==> config.mk <==
export PLATFORM = sky130hd
export DESIGN_NAME = mem_bus_port
export DESIGN_NICKNAME = d
export VERILOG_FILES = /design/src/rtl/mem_bus_port_pkg.sv /design/src/rtl/mem_bus_port_beat_counter.sv /design/src/rtl/mem_bus_port.sv
export SDC_FILE = /design/constraint.sdc
export NUM_CORES = 2
export LEC_CHECK = 0
export CORE_AREA = 2 2 480 482
export DETAILED_ROUTE_END_ITERATION = 8
export DIE_AREA = 0 0 482 484
export PLACE_DENSITY = 0.47
export SKIP_CTS_REPAIR_TIMING = 1
export SYNTH_ARGS = -nofsm -noshare
export SYNTH_HDL_FRONTEND = slang
export SYNTH_HIERARCHICAL = 1
export SYNTH_SLANG_ARGS = --single-unit
==> constraint.sdc <==
create_clock -name clk -period 41.6 [get_ports clk]
set_clock_uncertainty 0.15 [all_clocks]
set_input_delay 8.32 -clock clk [delete_from_list [all_inputs] [get_ports clk]]
set_output_delay 8.32 -clock clk [all_outputs]
set_load 0.005 [all_outputs]
==> src/rtl/mem_bus_port_pkg.sv <==
// Shared definitions for the cache-line bus port: FSM state encoding,
// bus opcodes and default geometry.
package mem_bus_port_pkg;

  localparam int DEF_BUS_DATA_WIDTH = 64;
  localparam int DEF_BEATS          = 8;

  localparam logic [3:0] OP_IDLE  = 4'h0;
  localparam logic [3:0] OP_READ  = 4'h1;
  localparam logic [3:0] OP_WRITE = 4'h2;

  typedef enum logic [2:0] {
    ST_IDLE  = 3'd0,
    ST_ARB   = 3'd1,
    ST_ADDR  = 3'd2,
    ST_WDATA = 3'd3,
    ST_RDATA = 3'd4,
    ST_DONE  = 3'd5
  } state_t;

endpackage

==> src/rtl/mem_bus_port_beat_counter.sv <==
// Beat index for one line transfer; saturates on the final beat so it never
// wraps back to slot 0 while the FSM is leaving the data phase.
module beat_counter
  import mem_bus_port_pkg::*;
#(
  parameter int BEATS = DEF_BEATS,
  parameter int CW    = (BEATS > 1) ? $clog2(BEATS) : 1
) (
  input  logic          clk,
  input  logic          reset,
  input  logic          clear,
  input  logic          enable,
  output logic [CW-1:0] count,
  output logic          last
);

  logic [CW-1:0] count_q, count_d;

  assign count = count_q;
  assign last  = (count_q == CW'(BEATS - 1));

  always_comb begin
    count_d = count_q;
    if (clear) begin
      count_d = '0;
    end else if (enable && !last) begin
      count_d = count_q + 1'b1;
    end
  end

  always_ff @(posedge clk or posedge reset) begin
    if (reset) begin
      count_q <= '0;
    end else begin
      count_q <= count_d;
    end
  end

endmodule

==> src/rtl/mem_bus_port.sv <==
// Single-outstanding cache-line port: arbitrates for the bus, sends an address
// beat, then streams write beats out or collects read beats into a line.
module mem_bus_port
  import mem_bus_port_pkg::*;
#(
  parameter int BUS_DATA_WIDTH = DEF_BUS_DATA_WIDTH,
  parameter int BEATS          = DEF_BEATS
) (
  input  logic                            clk,
  input  logic                            reset,
  input  logic                            req_valid,
  output logic                            req_ready,
  input  logic                            req_write,
  input  logic [63:0]                     req_addr,
  input  logic [BUS_DATA_WIDTH*BEATS-1:0] req_wdata,
  output logic                            resp_valid,
  output logic [BUS_DATA_WIDTH*BEATS-1:0] resp_rdata,
  output logic                            bus_reqcyc,
  input  logic                            bus_grant,
  output logic                            bus_busy,
  output logic [63:0]                     bus_req,
  output logic [3:0]                      bus_reqtag,
  input  logic                            bus_respcyc,
  input  logic [63:0]                     bus_resp,
  output logic                            bus_respack
);

  localparam int          LINE_W    = BUS_DATA_WIDTH * BEATS;
  localparam int          CW        = (BEATS > 1) ? $clog2(BEATS) : 1;
  localparam int          OFS_W     = $clog2(BEATS * 8);
  localparam logic [63:0] ADDR_MASK = ~((64'd1 << OFS_W) - 64'd1);

  state_t              state_q, state_d;
  logic                write_q, write_d;
  logic [63:0]         addr_q, addr_d;
  logic [LINE_W-1:0]   wline_q, wline_d;

  logic [BUS_DATA_WIDTH-1:0] wbeat [BEATS];
  logic [BUS_DATA_WIDTH-1:0] rbeat_q [BEATS];
  logic [BUS_DATA_WIDTH-1:0] rbeat_d;
  logic [BEATS-1:0]          rbeat_we;

  logic [CW-1:0] beat_cnt;
  logic          beat_last;
  logic          cnt_clear;
  logic          cnt_en;
  logic          accept;

  assign req_ready   = (state_q == ST_IDLE);
  assign accept      = req_valid && req_ready;
  assign bus_reqcyc  = (state_q == ST_ARB);
  assign bus_busy    = (state_q == ST_ADDR) || (state_q == ST_WDATA) || (state_q == ST_RDATA);
  assign bus_respack = (state_q == ST_RDATA) && bus_respcyc;
  assign resp_valid  = (state_q == ST_DONE);

  assign cnt_clear = (state_q == ST_ADDR);
  assign cnt_en    = (state_q == ST_WDATA) || bus_respack;
  assign rbeat_d   = BUS_DATA_WIDTH'(bus_resp);

  beat_counter #(
    .BEATS (BEATS),
    .CW    (CW)
  ) u_beat_counter (
    .clk    (clk),
    .reset  (reset),
    .clear  (cnt_clear),
    .enable (cnt_en),
    .count  (beat_cnt),
    .last   (beat_last)
  );

  always_comb begin
    state_d = state_q;
    write_d = write_q;
    addr_d  = addr_q;
    wline_d = wline_q;
    case (state_q)
      ST_IDLE: begin
        if (accept) begin
          write_d = req_write;
          addr_d  = req_addr & ADDR_MASK;
          wline_d = req_wdata;
          state_d = ST_ARB;
        end
      end
      // Only a grant seen while already requesting counts.
      ST_ARB:   if (bus_grant) state_d = ST_ADDR;
      ST_ADDR:  state_d = write_q ? ST_WDATA : ST_RDATA;
      ST_WDATA: if (beat_last) state_d = ST_DONE;
      ST_RDATA: if (bus_respcyc && beat_last) state_d = ST_DONE;
      ST_DONE:  state_d = ST_IDLE;
      default:  state_d = ST_IDLE;
    endcase
  end

  always_comb begin
    bus_req    = '0;
    bus_reqtag = OP_IDLE;
    if (state_q == ST_ADDR) begin
      bus_req    = addr_q;
      bus_reqtag = write_q ? OP_WRITE : OP_READ;
    end else if (state_q == ST_WDATA) begin
      bus_req    = 64'(wbeat[beat_cnt]);
      bus_reqtag = OP_WRITE;
    end
  end

  always_ff @(posedge clk or posedge reset) begin
    if (reset) begin
      state_q <= ST_IDLE;
      write_q <= 1'b0;
      addr_q  <= '0;
      wline_q <= '0;
    end else begin
      state_q <= state_d;
      write_q <= write_d;
      addr_q  <= addr_d;
      wline_q <= wline_d;
    end
  end

  // Read slots keep their contents across writes so resp_rdata holds the last read line.
  for (genvar gi = 0; gi < BEATS; gi++) begin : g_slot
    assign wbeat[gi]    = wline_q[gi*BUS_DATA_WIDTH +: BUS_DATA_WIDTH];
    assign rbeat_we[gi] = bus_respack && (beat_cnt == CW'(gi));
    assign resp_rdata[gi*BUS_DATA_WIDTH +: BUS_DATA_WIDTH] = rbeat_q[gi];

    always_ff @(posedge clk or posedge reset) begin
      if (reset) begin
        rbeat_q[gi] <= '0;
      end else if (rbeat_we[gi]) begin
        rbeat_q[gi] <= rbeat_d;
      end
    end
  end

endmodule

* Word level (Yosys, flattened, before mapping) *
Index checks and enable logic that the tools add are counted.

word-level totals
  flip-flop bits (word level) = 1089
  input bits = 646
  output and inout port bits = 585
  word-level logic and storage cells = 69

operators by class
  add/sub/neg operators = 1
  $lt $le $gt $ge = 1
  equal/unequal tests = 16
  mux-type cells = 16
  bitwise gates (word level) = 1
  reductions and logical operators = 21

operators with widths
  operator                                               number
  2-to-1 mux 64 bit                                      4
  binary-select mux 64 bit (select 3 bit)                1
  2-to-1 mux 3 bit                                       7
  equality test 3 bit, second input constant             6
  one-hot mux 3 bit (5 select lines)                     1
  equality test 3 x 2 -> 1 bit, second input constant    4
  logical AND 1 bit                                      12
  equality test 3 x 1 -> 1 bit, second input constant    2
  zero test 3 bit                                        2
  2-to-1 mux 2 bit                                       3
  inequality test 2 x 1 -> 1 bit, second input constant  3
  >= comparator 4 bit, second input constant             1
  inverter 3 -> 4 bit                                    1
  AND reduction 4 bit                                    1
  adder 3 x 1 -> 3 bit, second input constant            1
  logical OR 1 bit                                       3
  inequality test 2 bit, second input constant           1
  AND reduction 2 bit                                    1
  nonzero test 2 bit                                     1
  zero test 1 bit                                        1

* Logic depth before layout (Yosys ltp) *
  depth after elaboration = 6
  gate-level depth with buffers = 8

* Hierarchy *
The synthesis kept the hierarchy.

by module, submodules not included
  module        instances  cells each  area each (µm²)  seq. area each (µm²)
  mem_bus_port  1          2921        45083.2          27176.1
  beat_counter  1          16          187.7            75.1

* Worst setup path before layout *
OpenSTA, ideal clock, no wires.

  kind = in2out
  start = input port bus_respcyc
  end = output port bus_respack
  arrival = 8.582 ns
  data required time = 33.130 ns
  setup slack = 24.548 ns
  cell stages on the path = 1
  path buffers = 0
  cell sequence = and4bb_2

on the way
  word-level cells in the longest chain between the ends = 1

RTL lines
  item               RTL line            source
  from (decl)        mem_bus_port.sv:23  input logic bus_respcyc,
  logical AND 1 bit  mem_bus_port.sv:53  assign bus_respack = (state_q == ST_RDATA) && bus_respcyc;
  to (decl)          mem_bus_port.sv:25  output logic bus_respack

No other way between the ends.

* Final worst setup path *
Ends and elaborated chain as after synthesis.

==> qor.txt <==
average detailed-routed wire length per instance -> 26.09 µm
total power consumption of the routed design -> 0.004407 W
Slowest Stage Delay on Critical Path -> 620 ps
routed length on met3 -> 16460 µm
final net count -> 4804
top-count cell post-synth -> mux2_2
startpoint kind of the worst setup timing path -> input port
total vias in the final route -> 30400
number of global-route vias before repair -> 31940
detailed-routing wirelength on met1 -> 72300 µm
sum of negative setup slack -> 0 ps
number of DRC violations after detailed routing -> 0
largest net degree at the start of global routing -> 189
category of the critical setup timing path -> input port to output port
global route total overflow -> 0
RD Place Congestion -> 0.8100
sequential element share of the synthesized area -> 60.20%
fraction of layout instances using a drive strength above 1 -> 33.56%
setup repair after global routing missed its margin -> no
highest metal layer with signal wires -> met5
cell repeated most along the worst path -> clkdlybuf4s50_1
mapped cell area -> 45270 µm²
HP Class -> flop to flop
first-pass iteration count of the detailed router -> 5
count of flip-flops with a built-in enable after synthesis -> 0
cell type with the largest total area after synthesis -> dfrtp_1
maximum resistive drop on vdd -> 36.64 µV
run status -> finished clean
final worst path period need -> 18190 ps
count of different cell masters after synthesis -> 45
detailed-route wire length -> 190800 µm
die area -> 233300 µm²
#FFs+latches synth -> 1089
cell types occupying the most area after synthesis -> dfrtp_1 60%, mux2_2 27%, mux2i_1 2.9%
number of H-tree levels -> 4
Cell Pwr Density -> 67.63 nW/µm²
number of violations reported at the end of detailed-routing iteration 0 -> 1330
predominant post-synthesis flop cell -> dfrtp_1
Yosys top cell area share -> 60.20%
row count -> 176
cells after synthesis -> 2937
wire length of the first global-routing pass -> 261600 µm
initial standard-cell utilization of the core -> 19.81%
Sequential Area -> 27260 µm²
die boundary width -> 482 µm
number of max-cap violations -> 0
data arrival time of the critical path -> 9720 ps
Via density -> 4.156
share of flip-flops with an asynchronous set or reset -> 100.0%
cell at the root of the clock tree -> clkbuf_16
Req. time, crit path -> 33130 ps
minimum hold slack -> 331.7 ps
CP Max Fanout -> 5
remaining antenna violation count -> 0
placeable core region -> 228600 µm²
TritonCTS clock tree -> built
critical path endpoint category -> output port
final hold violation count -> 0
area taken by multi-input logic gates -> 16850 µm²
global routing usage summed across all routing layers -> 15.91%
final setup violating endpoints -> 0
number of warnings issued by yosys -> 6
worst-case clock buffer depth -> 3
filler cell count -> 23330
initial antenna violation count -> 87
total half-perimeter wirelength after legalization and detailed placement -> 138500 µm
final worst path period share -> 43.73%
top cell types by occurrence after synthesis -> 1102 x mux2_2, 1089 x dfrtp_1, 130 x mux2i_1
clock buffers created by TritonCTS -> 137
met2 wirelength from detailed routing -> 96790 µm
Synth-to-Final Area Change -> 43.95%
clock latency of the later-clocked register in the worst-skew pair -> 770 ps
cell with the largest stage delay on the worst path -> clkdlybuf4s50_1
Worst-path clk slew -> 50 ps
number of max-slew violations in the final report -> 0
leakage power total -> 27.00 nW
number of clock sinks seen by CTS -> 1089
Max Clk Rate -> 0.05497 GHz
height of the chip -> 484 µm
I/O pin count -> 1231
relative slew slack -> 19.25%
average instance area after synthesis -> 15.41 µm²
Buffers on Ports -> 1222
cell breakdown of the critical path -> clkdlybuf4s50_1 > and4bb_2 > clkdlybuf4s50_1
Worst Tran Pin Value -> 1211 ps
==> registers in the layout, indices dropped and copies added, names as in the netlist <==
name and count:
state_q 3, resp_rdata 512, u_beat_counter/count 3, addr_q 58, write_q 1, wline_q 512
==> worst max-delay path: cells and delay by family <==
family,cells,cell delay (ps)
buf+inv,2,1100
simple gates,1,300
==> final timing paths <==
check / depth (start not counted) / from / endpoint / slack, ps
worst max-delay path: 3 / bus_respcyc / bus_respack / 23410
worst min-delay path: 1 / wline_q[66]$_DFFE_PP0P_ / wline_q[66]$_DFFE_PP0P_ / 330
worst max register to register: 6 / state_q[0]$_DFFE_PP0P_ / wline_q[460]$_DFFE_PP0P_ / 36930
worst min register to register: 1 / wline_q[66]$_DFFE_PP0P_ / wline_q[66]$_DFFE_PP0P_ / 330
max in group asynchronous: 6 / reset / wline_q[317]$_DFFE_PP0P_ / 29180
min in group asynchronous: 2 / reset / u_beat_counter/count[2]$_DFFE_PP0P_ / 7790
==> per-layer routing <==
metal | global-route usage [%] | up-vias
met1 | 17.34 | 15710
met2 | 28.07 | 1039
met5 | 0 | -
li1 | - | 13260
met4 | 4.882 | 86
met3 | 6.292 | 302
==> cells by family after synthesis <==
family	count (synthesis)	share of synthesized area, %
AOI/OAI and AO/OA	238	3.922
buffers and inverters	199	2.755
other	1	0.008283
DFF	1089	60.20
muxes	1272	31.59
and+or+nand+nor	136	1.476
adders and majority gates	2	0.05527
==> through the flow <==
step	area (µm²)	std cells	setup slack [ps]	utilization, %
2_1_floorplan	45270	2938	2556	-
3_3_place_gp	60630	7043	23380	26.52
3_5_place_dp	60630	7043	23380	26.52
4_1_cts	65070	7275	23370	28.47
5_1_grt	65110	7288	23360	28.48
6_report	65170	7313	23410	28.51
==> final cells by class <==
class	instances	area share, %
clock inverter	30	0.7027
antenna	38	0.1459
inverter	4	0.03456
tap	3026	5.810
sequential	1089	41.83
clock buffer	202	6.117
multi-input combinational	1650	25.85
timing repair buffer	1274	19.50
==> report_power, final <==
group / switching, W / internal (W) / total (W)
logic: 0.000639 / 0.000855 / 0.00149
registers: 0.000256 / 0.00146 / 0.00172
clock network: 0.000491 / 0.000702 / 0.00119
total: 0.00139 / 0.00302 / 0.00441
==> cells in the final DEF (no fill, tap or decap), types with 4 or more instances in the layout <==
cell / instances
mux2_1: 27
clkbuf_16: 140
nor2b_1: 5
clkbuf_8: 25
buf_4: 45
clkinv_2: 9
or3_1: 8
o221ai_1: 66
o22ai_1: 12
o21ai_0: 77
a32o_1: 9
a21oi_1: 19
dfrtp_1: 1086
diode_2: 38
o221a_2: 38
nand2_4: 4
clkinv_8: 5
mux2_2: 1102
bufinv_16: 6
mux2i_1: 130
clkdlybuf4s50_1: 1222
nand2_1: 84
nor2_1: 5
buf_12: 7
o31ai_1: 12
mux4_2: 12
clkbuf_1: 37
nand2b_1: 6
No activity file was read; power rests on OpenSTA's default activity.
